`src/rtl/uart_rx_if.sv`:
```
// Serial-side and consumer-side signals of the UART receiver.
// The receiver uses the slave modport; the consumer/line driver uses master.
interface uart_rx_if;
  logic       rx;
  logic       ack;
  logic [7:0] readdata;
  logic       valid;
  logic       frame_error;
  logic       overrun;

  modport slave (
    input  rx,
    input  ack,
    output readdata,
    output valid,
    output frame_error,
    output overrun
  );

  modport master (
    output rx,
    output ack,
    input  readdata,
    input  valid,
    input  frame_error,
    input  overrun
  );
endinterface

```
`src/rtl/uart_rx.sv`:
```
// 8N1 UART receiver: synchronises rx, samples mid-bit and holds each byte
// behind a valid/ack handshake, flagging framing errors and overruns.
module uart_rx #(
  parameter logic [15:0] clock_bit = 16'd9
) (
  input  logic      clock,
  input  logic      resetn,
  uart_rx_if.slave  bus
);

  localparam logic [15:0] HALF_BIT = clock_bit >> 1;

  typedef enum logic [2:0] {
    IDLE  = 3'd0,
    START = 3'd1,
    DATA  = 3'd2,
    STOP  = 3'd3,
    BREAK = 3'd4
  } state_t;

  state_t      state_q, state_d;
  logic [15:0] counter_q, counter_d;
  logic [2:0]  index_q, index_d;
  logic [7:0]  shift_q, shift_d;
  logic [7:0]  readdata_q, readdata_d;
  logic        valid_q, valid_d;
  logic        frameError_q, frameError_d;
  logic        overrun_q, overrun_d;
  logic        rxMeta_q, rxSync_q;

  always_ff @(posedge clock) begin
    if (!resetn) begin
      state_q      <= IDLE;
      counter_q    <= '0;
      index_q      <= '0;
      shift_q      <= '0;
      readdata_q   <= '0;
      valid_q      <= 1'b0;
      frameError_q <= 1'b0;
      overrun_q    <= 1'b0;
      rxMeta_q     <= 1'b1;
      rxSync_q     <= 1'b1;
    end else begin
      state_q      <= state_d;
      counter_q    <= counter_d;
      index_q      <= index_d;
      shift_q      <= shift_d;
      readdata_q   <= readdata_d;
      valid_q      <= valid_d;
      frameError_q <= frameError_d;
      overrun_q    <= overrun_d;
      rxMeta_q     <= bus.rx;
      rxSync_q     <= rxMeta_q;
    end
  end

  // A completing frame is applied after the ack clear so it wins when both coincide.
  always_comb begin
    state_d      = state_q;
    counter_d    = counter_q;
    index_d      = index_q;
    shift_d      = shift_q;
    readdata_d   = readdata_q;
    valid_d      = valid_q;
    overrun_d    = overrun_q;
    frameError_d = 1'b0;

    if (bus.ack && valid_q) begin
      valid_d   = 1'b0;
      overrun_d = 1'b0;
    end

    case (state_q)
      IDLE: begin
        counter_d = '0;
        index_d   = '0;
        if (!rxSync_q) state_d = START;
      end
      START: begin
        if (counter_q < HALF_BIT) begin
          counter_d = counter_q + 16'd1;
        end else if (!rxSync_q) begin
          counter_d = '0;
          state_d   = DATA;
        end else begin
          state_d = IDLE;
        end
      end
      DATA: begin
        if (counter_q < clock_bit) begin
          counter_d = counter_q + 16'd1;
        end else begin
          counter_d        = '0;
          shift_d[index_q] = rxSync_q;
          if (index_q < 3'd7) index_d = index_q + 3'd1;
          else                state_d = STOP;
        end
      end
      STOP: begin
        if (counter_q < clock_bit) begin
          counter_d = counter_q + 16'd1;
        end else if (rxSync_q) begin
          readdata_d = shift_q;
          valid_d    = 1'b1;
          if (valid_q && !bus.ack) overrun_d = 1'b1;
          state_d    = IDLE;
        end else begin
          frameError_d = 1'b1;
          state_d      = BREAK;
        end
      end
      // Hold off until the line returns high so a stuck-low line cannot retrigger.
      BREAK: begin
        if (rxSync_q) state_d = IDLE;
      end
      default: state_d = IDLE;
    endcase
  end

  assign bus.readdata    = readdata_q;
  assign bus.valid       = valid_q;
  assign bus.frame_error = frameError_q;
  assign bus.overrun     = overrun_q;

endmodule

```
`src/flat_wrapper.sv`:
```
// flat-port wrapper written by rule: the top's interface ports become plain ports
module uart_rx_flat 
#(
  parameter logic [15:0] clock_bit = 16'd9
)
  (clock, resetn, bus_rx, bus_ack, bus_readdata, bus_valid, bus_frame_error, bus_overrun);
  uart_rx_if bus_i ();
  input  logic clock;
  input  logic resetn;
  input wire logic [$bits(bus_i.rx)-1:0] bus_rx;
  input wire logic [$bits(bus_i.ack)-1:0] bus_ack;
  output wire logic [$bits(bus_i.readdata)-1:0] bus_readdata;
  output wire logic [$bits(bus_i.valid)-1:0] bus_valid;
  output wire logic [$bits(bus_i.frame_error)-1:0] bus_frame_error;
  output wire logic [$bits(bus_i.overrun)-1:0] bus_overrun;
  assign bus_i.rx = bus_rx;
  assign bus_i.ack = bus_ack;
  assign bus_readdata = bus_i.readdata;
  assign bus_valid = bus_i.valid;
  assign bus_frame_error = bus_i.frame_error;
  assign bus_overrun = bus_i.overrun;
  uart_rx #(.clock_bit(clock_bit)) u_core (.clock(clock), .resetn(resetn), .bus(bus_i));
endmodule
```
`config.mk`:
```
export PLATFORM = sky130hd
export DESIGN_NAME = uart_rx_flat
export DESIGN_NICKNAME = d
export VERILOG_FILES = /design/src/rtl/uart_rx_if.sv /design/src/rtl/uart_rx.sv /design/src/flat_wrapper.sv
export SDC_FILE = /design/constraint.sdc
export NUM_CORES = 1
export LEC_CHECK = 0
export CORE_ASPECT_RATIO = 1.75
export CORE_MARGIN = 2
export CORE_UTILIZATION = 55
export DETAILED_ROUTE_END_ITERATION = 6
export PLACE_DENSITY = 0.77
export SLEW_MARGIN = 5
export SYNTH_ARGS = -nofsm -noshare
export SYNTH_HDL_FRONTEND = slang
export SYNTH_SLANG_ARGS = --single-unit
```
`constraint.sdc`:
```
create_clock -name clock -period 4.98 [get_ports clock]
set_input_delay 0.747 -clock clock [delete_from_list [all_inputs] [get_ports clock]]
set_output_delay 0.747 -clock clock [all_outputs]
set_load 0.02 [all_outputs]
```
==> results of run 1 <==
==> area by class of cell <==
class                   instances  area, um2  share of cell area [%]
inverters                       3       11.3                   0.502
clock inverters                 2       35.0                    1.56
flip-flops and latches         43        861                    38.4
repair buffers                 16        155                    6.92
clock buffers                   6       82.6                    3.68
well taps                      45       56.3                    2.51
multi-input cells             166       1040                    46.5
==> routing by layer <==
metal / global-route usage [%] / part of all wire [%]
met1: 23.6 / 41
met2: 37.6 / 55
met3: 3.76 / 2.8
met4: 7.83 / 1.7
met5: 0 / 0
==> cell usage after synthesis, drive strengths merged (2+ instances only) <==
cell | number | area share [%]
xnor2 | 8 | 3.5
dfxtp | 43 | 43
a31oi | 4 | 1.3
nor3b | 3 | 1.4
clkbuf | 10 | 1.9
or4 | 4 | 1.9
mux2i | 5 | 2.5
nand3 | 20 | 5.0
nand3b | 2 | 0.75
a21oi | 5 | 1.3
ha | 3 | 1.9
nand4 | 4 | 1.3
inv | 3 | 0.57
nor4bb | 2 | 1.0
buf | 5 | 1.9
nor2 | 20 | 3.9
nand2 | 29 | 5.5
and3 | 9 | 2.8
o21ai | 8 | 2.2
nor3 | 7 | 3.6
nor2b | 2 | 0.63
or2 | 2 | 0.63
nor4 | 2 | 0.63
nand2b | 4 | 1.3
a21boi | 9 | 3.4
==> cells by family (layout without fill, tap and decap cells) <==
logic type | after synthesis | in the layout
buf+inv | 18 | 27
compound gates | 35 | 35
xor+xnor | 9 | 9
fa+ha+maj | 3 | 3
simple gates | 114 | 114
flops | 43 | 43
mux | 5 | 5
==> cell usage in the layout, fill, tap and decap left out, drive strengths merged, types with 2 or more instances in the layout <==
cell           synthesis  final
nor3b                  3      3
buf                    5      2
or4                    4      4
nand3b                 2      2
nand4                  4      4
mux2i                  5      5
a21boi                 9      9
nand2b                 4      4
a31oi                  4      4
nand2                 29     29
nor2b                  2      2
clkdlybuf4s50          0     14
or2                    2      2
nand3                 20     20
nor4                   2      2
xnor2                  8      8
a21oi                  5      5
ha                     3      3
o21ai                  8      8
clkbuf                10      6
nor3                   7      7
dfxtp                 43     43
nor2                  20     20
inv                    3      3
and3                   9      9
nor4bb                 2      2
==> sequential cells by signal, summed over array words and instances, names as in the netlist, named ones only <==
signal,count
u_core.counter_q,16
u_core.bus.readdata,8
u_core.shift_q,8
u_core.index_q,3
u_core.state_q,3
u_core.bus.frame_error,1
u_core.bus.valid,1
u_core.rxMeta_q,1
u_core.rxSync_q,1
==> worst register-to-register path, stage by stage (launching register included) <==
cell and delay [ns]:
dfxtp_1 0.34, or4_1 0.58, or4_4 0.51, o32a_1 0.49, o21ai_2 0.54, nor2_1 0.11
==> where the power goes <==
part           internal, mW  total [mW]  switching, mW
Combinational        0.0337      0.0894         0.0557
Sequential            0.352       0.369         0.0173
Clock                 0.162       0.279          0.116
Total                 0.548       0.737          0.189
==> how the worst max path moves through the flow <==
| stage | to | slack (ns) | depth (start not counted) | startpoint |
|---|---|---|---|---|
| after floorplan | u_core.counter_q[13]$_SDFFE_PN0P_ | 2.63 | 6 | u_core.counter_q[8]$_SDFFE_PN0P_ |
| after global placement | u_core.counter_q[2]$_SDFFE_PN0P_ | 2.32 | 5 | u_core.counter_q[4]$_SDFFE_PN0P_ |
| after detailed placement | u_core.counter_q[11]$_SDFFE_PN0P_ | 2.28 | 5 | u_core.counter_q[4]$_SDFFE_PN0P_ |
| after CTS | u_core.counter_q[11]$_SDFFE_PN0P_ | 2.27 | 5 | u_core.counter_q[4]$_SDFFE_PN0P_ |
| after global routing | u_core.counter_q[12]$_SDFFE_PN0P_ | 2.12 | 5 | u_core.counter_q[4]$_SDFFE_PN0P_ |
| final | u_core.counter_q[5]$_SDFFE_PN0P_ | 2.29 | 5 | u_core.counter_q[4]$_SDFFE_PN0P_ |
==> results by group, run 1 <==
Run status
  • Run status: completed

Setup path
  • Largest stage delay, worst path: 0.58 ns
  • CP Launch Type: flip-flop
  • Worst-path cell chain: or4_1 -> or4_4 -> o32a_1 -> o21ai_2 -> nor2_1
  • Top delay family on crit path: simple AND/OR/NAND/NOR gates
  • Critical Path Fanout Max: 13
  • Setup CP Type: reg -> reg
  • CP required: 5.14 ns
  • End of the worst register-to-register path: u_core.counter_q[5]$_SDFFE_PN0P_
  • Worst r2r path cells: 5
  • Bufs and invs on worst path: 0
  • Worst path slowest cell: or4_1
  • Crit end category: flip-flop
  • Arrival @ worst endpoint: 2.85 ns
  • Register-to-Register Setup Slack: 2.29 ns
  • Reg-to-reg startpoint: u_core.counter_q[4]$_SDFFE_PN0P_

Clock network
  • TritonCTS clock tree: built
  • Inserted Clock Buffers: 5
  • # clock sinks: 43
  • Hold_buf cts: 0
  • Post CTS Setup Buffer Count: 0
  • Clock Tree Root: clkbuf_8
  • Clock slew at reported path FFs: 0.08 ns
  • Number of H-tree levels: 2
  • # resized after CTS: 0
  • Clk buf depth: 2
  • Clock latency on the worst-skew pair: 0.30 ns

Synthesis
  • Mux share of post-synthesis cell area: 2.51%
  • Synth Area in Compound Gates: 12.1%
  • Number of synthesized flops with an enable pin: 0
  • Syn avg cell area: 8.77 um2
  • Dominant synthesized flop cell: dfxtp_1
  • Syn Std Cell Area: 1990 um2
  • Synth Area in XOR/XNOR: 3.96%
  • Main combinational cell family by area after synthesis: simple AND/OR/NAND/NOR gates
  • Register area share after synthesis: 43.2%
  • Yosys cell types: 49
  • Synth Register Bits: 43
  • Synthesized instance count: 227
  • Post-Synth Adder-Cell Area: 1.89%
  • Simple-gate area share of the yosys netlist: 31.9%
  • YS warnings: 0
  • Ys async rst share: 0%
  • Syn Nets: 234

Timing
  • Tmin final: 2.69 ns
  • TNS Setup: 0 ns
  • Hold Worst Slack: 0.415 ns
  • Slew HR: 60.2%
  • Period Utilization, post-route: 54.0%
  • Final setup violation count: 0
  • Max Fclk: 372 MHz
  • RSZ-0062 raised after global routing: false
  • Setup Skew: 0.00884 ns
  • Worst Max-Slew Pin Slew: 0.583 ns
  • PnR worst setup slack: 2.29 ns
  • Final Max Tran Viols: 0
  • Final Hold Fails: 0

Placed design
  • GP Congestion: 0.861
  • Pre-CTS setup slack: 2.28 ns
  • DP Area: 2130 um2
  • DP Cell Count: 273
  • HPWL Detailed: 2.71 mm
  • PortBufs: 14

Global routing
  • Initial antenna violation count: 0
  • GRT Overall Usage: 20.8%
  • Number of global-route vias before repair: 1492
  • Pin count of the biggest net entering global routing: 35
  • First-pass GRT wire length: 6.83 mm
  • GRT overflow: 0

Routing
  • Vias per std cell: 5.67
  • Drt pass-1 iters: 4
  • Final ANT Viol Nets: 0
  • Vias: 1593
  • Wire per inst: 13.9 um
  • Iteration-0 DRC count of the detailed router: 48
  • DRT Wirelength: 3.89 mm
  • DR DRC count: 0

Hold path
  • Min-Delay Endpoint: u_core.rxSync_q$_SDFF_PN1_
  • Hold Crit Depth: 1
  • Worst hold path class: reg -> reg
  • Hold wc startpoint: u_core.rxMeta_q$_SDFF_PN1_

Power
  • Pwr Total: 0.737 mW
  • Peak supply drop: 0.000257 V
  • P per Cell Area: 329 nW/um2
  • Static Leak: 0.828 nW

Final layout
  • Fillers: 330
  • Share of cells above drive strength 1: 9.32%
  • Diode count: 0
  • Final core utilization: 65.3%
  • Fin cells: 281
  • Nets: 242
  • Area grow syn2layout: 12.7%
  • Post-route cell area: 2240 um2

Run
  • Max-Cap Viols: 0

Floorplan
  • Core Rows: 28
  • Initial Util: 58.0%
  • Core area: 3430 um2
  • Die area: 4140 um2
  • Top Ports: 15
  • Die X: 49.5 um
  • Die H: 83.6 um
(Power assumes the default switching activity.)
==> run 2: changes to the inputs <==
--- a/config.mk
+++ b/config.mk
@@ -7,9 +7,9 @@
 export LEC_CHECK = 0
 export CORE_ASPECT_RATIO = 1.75
 export CORE_MARGIN = 2
-export CORE_UTILIZATION = 55
+export CORE_UTILIZATION = 51
 export DETAILED_ROUTE_END_ITERATION = 6
-export PLACE_DENSITY = 0.77
+export PLACE_DENSITY = 0.75
 export SLEW_MARGIN = 5
 export SYNTH_ARGS = -nofsm -noshare
 export SYNTH_HDL_FRONTEND = slang
==> constraint.sdc (replaced) <==
create_clock -name clock -period 2.4 [get_ports clock]
set_input_delay 0.36 -clock clock [delete_from_list [all_inputs] [get_ports clock]]
set_output_delay 0.36 -clock clock [all_outputs]
set_load 0.02 [all_outputs]
==> results by group, run 2 (synthesized netlist as in run 1, its figures left out) <==
Timing
  • Slew HR: 56.6% (-3.5 points)
  • PnR worst setup slack: 0.00981 ns (-2.28 ns)
  • Worst Max-Slew Pin Slew: 0.650 ns (+0.0674 ns)
  • RSZ-0062 raised after global routing: true
  • Tmin final: 2.39 ns (-0.298 ns)
  • Final Max Tran Viols: 0 (unchanged)
  • Hold Worst Slack: 0.425 ns (+0.0105 ns)
  • Max Fclk: 418 MHz (+12%)
  • Final setup violation count: 0 (unchanged)
  • Period Utilization, post-route: 99.6% (+46 points)
  • Final Hold Fails: 0 (unchanged)
  • Setup Skew: 0.00883 ns (-0.00000277 ns)

Clock network
  • Clock slew at reported path FFs: 0.08 ns (about the same)
  • # clock sinks: 43 (unchanged)
  • TritonCTS clock tree: built
  • Inserted Clock Buffers: 5 (unchanged)
  • Number of H-tree levels: 2 (unchanged)
  • Clk buf depth: 2 (unchanged)
  • Clock latency on the worst-skew pair: 0.30 ns (about the same)
  • Clock Tree Root: clkbuf_8

Routing
  • Iteration-0 DRC count of the detailed router: 31 (-35%)
  • Vias: 1714 (+7.6%)
  • DR DRC count: 0 (unchanged)
  • Drt pass-1 iters: 4 (unchanged)
  • Final ANT Viol Nets: 0 (unchanged)
  • DRT Wirelength: 4.28 mm (+9.8%)
  • Wire per inst: 13.9 um (+0.21%)
  • Vias per std cell: 5.56 (-1.8%)

Floorplan
  • Core Rows: 30 (+7.1%)
  • Die area: 4440 um2 (+7.3%)
  • Die X: 51.2 um (+3.5%)
  • Die H: 86.6 um (+3.7%)
  • Top Ports: 15 (unchanged)
  • Core area: 3830 um2 (+12%)
  • Initial Util: 52.0% (-6.0 points)

Final layout
  • Top reg by flops: u_core.counter_q
  • Most common cell after layout, fill and taps aside: dfxtp_1
  • Largest register FFs: 16 (unchanged)
  • Area grow syn2layout: 22.1%
  • Nets: 266 (+9.9%)
  • Diode count: 0 (unchanged)
  • Most used cells in the layout excluding fill and tap cells: dfxtp_1, nand2_1, buf_4
  • Share of cells above drive strength 1: 20.0% (+11 points)

Setup path
  • Setup crit start: u_core.counter_q[4]$_SDFFE_PN0P_
  • End of the worst register-to-register path: u_core.counter_q[2]$_SDFFE_PN0P_
  • Setup CP Type: reg -> reg
  • Worst r2r path cells: 7 (+2)
  • CP most frequent cell: or4_4
  • Reg-to-reg startpoint: u_core.counter_q[4]$_SDFFE_PN0P_
  • Register-to-Register Setup Slack: 0.01 ns (-2.28 ns)
  • Largest stage delay, worst path: 0.56 ns (-0.02 ns)
  • Crit end category: flip-flop
  • Critical Path Fanout Max: 5 (-8)
  • Arrival @ worst endpoint: 2.58 ns (-0.27 ns)
  • CP required: 2.59 ns (-2.55 ns)
  • CP Launch Type: flip-flop
  • Worst path slowest cell: or4_4
  • Crit path capture: u_core.counter_q[2]$_SDFFE_PN0P_
  • Worst-path cell chain: or4_4 -> or4_4 -> o32a_1 -> buf_2 -> nor3b_2 -> xnor2_1 -> nor2_1

Run
  • Max-Cap Viols: 0 (unchanged)

Power
  • Int Pwr: 1.05 mW (+91%)
  • P per Cell Area: 599 nW/um2 (+82%)
  • Clock share of power: 30.5% (-7.3 points)
  • Reg power frac: 50.8% (+0.7 points)
  • Switching part of the total: 27.9% (+2.2 points)
  • Gate power share: 18.8% (+6.7 points)
  • Static Leak: 0.923 nW (+12%)
  • Psw: 0.406 mW (+110%)
  • Peak supply drop: 0.000549 V (+110%)

Global routing
  • Global routing's busiest layer: met2
  • M2 GR Usage: 42.5% (+4.9 points)
  • Pin count of the biggest net entering global routing: 16 (-54%)
  • Met3 Use GR: 4.14% (+0.37 points)
  • GRT overflow: 0 (unchanged)
  • Number of global-route vias before repair: 1713 (+15%)
  • Met1 usage: 22.4% (-1.2 points)
  • GRT Overall Usage: 22.2% (+1.4 points)
  • First-pass GRT wire length: 7.49 mm (+9.6%)
  • Initial antenna violation count: 0 (unchanged)

Run status
  • Run status: completed

Placed design
  • Pre-CTS setup slack: -0.109 ns (-2.39 ns)
  • GP Congestion: 0.817 (-5.1%)
  • PortBufs: 14 (unchanged)
  • HPWL Detailed: 3.19 mm (+18%)

Hold path
  • Worst hold path class: reg -> reg
-- run 2: power groups by stage --
stage,logic (mW),clock network [mW],registers [mW]
final,0.273,0.443,0.739
after global placement,0.269,0,0.755
after CTS,0.272,0.455,0.739
after detailed placement,0.271,0,0.756
after global routing,0.308,0.486,0.741
after floorplan,0.172,0,0.757
-- run 2: routing by layer --
layer / up-vias / part of all wire (%) / wire [um]
li1: 863 / - / -
met1: 813 / 37 / 1600
met2: 29 / 58 / 2470
met3: 9 / 2.6 / 111
met4: 0 / 2.1 / 91
met5: - / 0 / 0
-- run 2: worst min path at each step --
stage,from,endpoint,slack (ns),cells past startpoint
floorplan,u_core.rxMeta_q$_SDFF_PN1_,u_core.rxSync_q$_SDFF_PN1_,0.39,1
global placement,u_core.rxMeta_q$_SDFF_PN1_,u_core.rxSync_q$_SDFF_PN1_,0.39,1
detailed placement,u_core.rxMeta_q$_SDFF_PN1_,u_core.rxSync_q$_SDFF_PN1_,0.40,1
CTS,u_core.rxMeta_q$_SDFF_PN1_,u_core.rxSync_q$_SDFF_PN1_,0.43,1
global route,u_core.rxMeta_q$_SDFF_PN1_,u_core.rxSync_q$_SDFF_PN1_,0.47,1
finish,u_core.rxMeta_q$_SDFF_PN1_,u_core.rxSync_q$_SDFF_PN1_,0.43,1
-- run 2: area by class of cell --
cell class	instances	area, um2
clock inverter	2	12.5
clock buffer	6	72.6
sequential	43	862
multi-input combinational	166	1060
fill	335	1400
inverter	3	11.3
tap	48	60.1
timing repair buffer	40	349
-- run 2: per-stage QoR --
step | utilization (%) | setup TNS, ns | cells | instance area [um2] | power, mW
after floorplan | - | 0 | 227 | 1990 | 0.929
after global placement | 60.5 | -0.216 | 299 | 2310 | 1.02
after detailed placement | 60.5 | -0.931 | 299 | 2310 | 1.03
after CTS | 63.1 | 0 | 307 | 2410 | 1.47
after global routing | 63.5 | -0.349 | 308 | 2430 | 1.53
final | 63.5 | 0 | 308 | 2430 | 1.45
-- run 2: worst max-delay path, delay by kind of cell, from the launching register on --
kind	cells	cell delay, ns
xor gates and xnor gates	1	0.14
buffers and inverters	1	0.18
AOI/OAI and AO/OA	1	0.33
and+or+nand+nor	4	1.32
DFF	1	0.32
-- run 2: what timing repair did --
action | 4_1_cts | 5_1_grt
setup buffers | 0 | 0
hold buffers | 0 | 0
setup endpoints to repair | 20 | 25
pin swaps | 1 | 6
gates resized for setup | 5 | 4
cloned | 0 | 1
==> run 3: changes to the inputs <==
--- a/config.mk
+++ b/config.mk
@@ -9,7 +9,8 @@
 export CORE_MARGIN = 2
 export CORE_UTILIZATION = 51
 export DETAILED_ROUTE_END_ITERATION = 6
-export PLACE_DENSITY = 0.75
+export GPL_TIMING_DRIVEN = 0
+export PLACE_DENSITY = 0.78
 export SLEW_MARGIN = 5
 export SYNTH_ARGS = -nofsm -noshare
 export SYNTH_HDL_FRONTEND = slang
==> results by group, run 3 (synthesized netlist as in run 1, its figures left out) <==
Timing
  • Max Fclk: 414 MHz (-1.1%)
  • Final Hold Fails: 0 (unchanged)
  • TNS Setup: -0.0283 ns (-0.0283 ns)
  • PnR worst setup slack: -0.0157 ns (-0.0255 ns)
  • Period Utilization, post-route: 101% (+1.1 points)
  • Slew HR: 67.3% (+11 points)
  • Setup Skew: 0.00696 ns (-0.00188 ns)
  • Worst Max-Slew Pin Slew: 0.491 ns (-0.159 ns)
  • Tmin final: 2.42 ns (+0.0255 ns)
  • Final setup violation count: 2 (+2)
  • Final Max Tran Viols: 0 (unchanged)
  • RSZ-0062 raised after global routing: true
  • Hold Worst Slack: 0.417 ns (-0.00863 ns)

Floorplan
  • Die X: 51.2 um (unchanged)
  • Die H: 86.6 um (unchanged)
  • Die area: 4440 um2 (unchanged)
  • Top Ports: 15 (unchanged)
  • Core Rows: 30 (unchanged)
  • Core area: 3830 um2 (unchanged)
  • Initial Util: 52.0% (unchanged)

Global routing
  • Initial antenna violation count: 0 (unchanged)
  • First-pass GRT wire length: 7.68 mm (+2.6%)
  • Number of global-route vias before repair: 1710 (-0.18%)
  • GRT overflow: 0 (unchanged)
  • Pin count of the biggest net entering global routing: 13 (-3)
  • GRT Overall Usage: 22.8% (+0.62 points)

Run status
  • Failing checks: negative setup slack
  • Run status: finished, violations left

Placed design
  • Pre-CTS setup slack: -0.306 ns (-0.197 ns)
  • HPWL Detailed: 3.03 mm (-4.9%)
  • PortBufs: 14 (unchanged)
  • GP Congestion: 0.869 (+6.4%)

Final layout
  • Most common cell after layout, fill and taps aside: dfxtp_1
  • Top reg by flops: u_core.counter_q
  • Multi-input gate area in the final layout: 1130 um2 (+6.4%)
  • Diode count: 0 (unchanged)
  • Share of cells above drive strength 1: 19.1% (-0.86 points)
  • Most used cells in the layout excluding fill and tap cells: dfxtp_1, nand2_1, nand3_1
  • Fillers: 335 (unchanged)
  • Final core utilization: 63.7% (+0.23 points)
  • Storage element area: 866 um2 (+0.44%)
  • Nets: 263 (-1.1%)
  • Area grow syn2layout: 22.5%
  • Largest register FFs: 16 (unchanged)

Clock network
  • Inserted Clock Buffers: 5 (unchanged)
  • # clock sinks: 43 (unchanged)
  • Hold_buf cts: 0 (unchanged)
  • Clk buf depth: 2 (unchanged)
  • Number of H-tree levels: 2 (unchanged)
  • Clock Tree Root: clkbuf_8
  • Clock latency on the worst-skew pair: 0.29 ns (about the same)
  • Clock slew at reported path FFs: 0.07 ns (about the same)
  • TritonCTS clock tree: built

Setup path
  • Register-to-Register Setup Slack: -0.02 ns (-0.03 ns)
  • Critical Path Fanout Max: 5 (unchanged)
  • Largest stage delay, worst path: 0.53 ns (-0.03 ns)
  • Worst r2r path cells: 7 (unchanged)
  • Setup CP Type: reg -> reg
  • Arrival @ worst endpoint: 2.60 ns (+0.02 ns)
  • Reg-to-reg startpoint: u_core.counter_q[8]$_SDFFE_PN0P_
  • CP required: 2.58 ns (about the same)
  • Crit end category: flip-flop
  • Worst path slowest cell: or4_4
  • CP most frequent cell: or4_4
  • Worst-path cell chain: or4_4 -> or4_4 -> o32a_1 -> buf_4 -> nor3b_2 -> xnor2_1 -> nor2_1
  • End of the worst register-to-register path: u_core.counter_q[2]$_SDFFE_PN0P_
  • CP Launch Type: flip-flop

Routing
  • Final ANT Viol Nets: 0 (unchanged)
  • Wire per inst: 15.1 um (+8.4%)
  • Vias per std cell: 5.76 (+3.6%)
  • Iteration-0 DRC count of the detailed router: 57 (+84%)
  • Drt pass-1 iters: 4 (unchanged)
  • DRT Wirelength: 4.58 mm (+7.0%)
  • Vias: 1752 (+2.2%)
  • DR DRC count: 0 (unchanged)

Hold path
  • Hold wc startpoint: u_core.rxMeta_q$_SDFF_PN1_
  • Min-Delay Endpoint: u_core.rxSync_q$_SDFF_PN1_
  • Worst hold path class: reg -> reg
  • Hold Crit Depth: 1 (unchanged)

Power
  • Static Leak: 0.875 nW (-5.2%)
  • P per Cell Area: 609 nW/um2 (+1.6%)
  • Pwr Total: 1.48 mW (+2.0%)
  • Peak supply drop: 0.000530 V (-3.5%)

Run
  • Max-Cap Viols: 0 (unchanged)
## run 3: cell count changes in the layout (fill, tap and decap cells not counted), sizes merged
cell and delta:
buf -13, clkbuf +10, clkinvlp -1
## run 3: report_power, final
group / switching [mW] / internal (mW)
Sequential: 0.0161 / 0.730
Clock: 0.230 / 0.226
Combinational: 0.177 / 0.105
Total: 0.424 / 1.06
## run 3: worst max-delay path: cells and delay by family, from the launching register on
family | cells | cell delay [ns]
AND/OR/NAND/NOR | 4 | 1.30
AO/OA/AOI/OAI | 1 | 0.34
flip-flops | 1 | 0.32
buffers and inverters | 1 | 0.19
XOR/XNOR | 1 | 0.16
## run 3: worst max-delay path by stage
stage	slack [ns]	start	cells past startpoint	to
2_1_floorplan	0.05	u_core.counter_q[8]$_SDFFE_PN0P_	6	u_core.counter_q[13]$_SDFFE_PN0P_
3_3_place_gp	-0.25	u_core.state_q[1]$_SDFFE_PN0P_	7	u_core.bus.readdata[6]$_SDFFE_PN0P_
3_5_place_dp	-0.31	u_core.state_q[1]$_SDFFE_PN0P_	7	u_core.bus.readdata[5]$_SDFFE_PN0P_
4_1_cts	-0.02	u_core.counter_q[15]$_SDFFE_PN0P_	7	u_core.counter_q[3]$_SDFFE_PN0P_
5_1_grt	-0.08	u_core.counter_q[8]$_SDFFE_PN0P_	7	u_core.counter_q[5]$_SDFFE_PN0P_
6_report	-0.02	u_core.counter_q[8]$_SDFFE_PN0P_	7	u_core.counter_q[2]$_SDFFE_PN0P_
## run 3: area by class of cell
type,instances,share of cell area (%)
Buffer,15,3.28
Multi-Input combinational cell,166,46.3
Timing Repair Buffer,22,8.36
Clock buffer,6,3.39
Tap cell,48,2.46
Sequential cell,43,35.5
Clock inverter,1,0.205
Inverter,3,0.462
## run 3: timing repair
action,in CTS,in global routing
gates cloned,2,0
pin swaps,4,7
setup endpoints to repair,26,27
endpoints found under the hold margin,0,0
gates resized for setup,15,16
buffers inserted,5,1
## run 3: routing by layer
| metal | share of wire (%) | vias up | track usage [%] |
|---|---|---|---|
| met5 | 0 | - | 0 |
| li1 | - | 858 | - |
| met3 | 3.3 | 17 | 4.48 |
| met1 | 38 | 830 | 23.6 |
| met2 | 54 | 47 | 41.6 |
| met4 | 3.8 | 0 | 12.7 |
## run 3: through the flow
stage,cells,instance area (um2)
floorplan,227,1990
global placement,289,2190
detailed placement,289,2190
CTS,303,2370
global route,304,2440
finish,304,2440
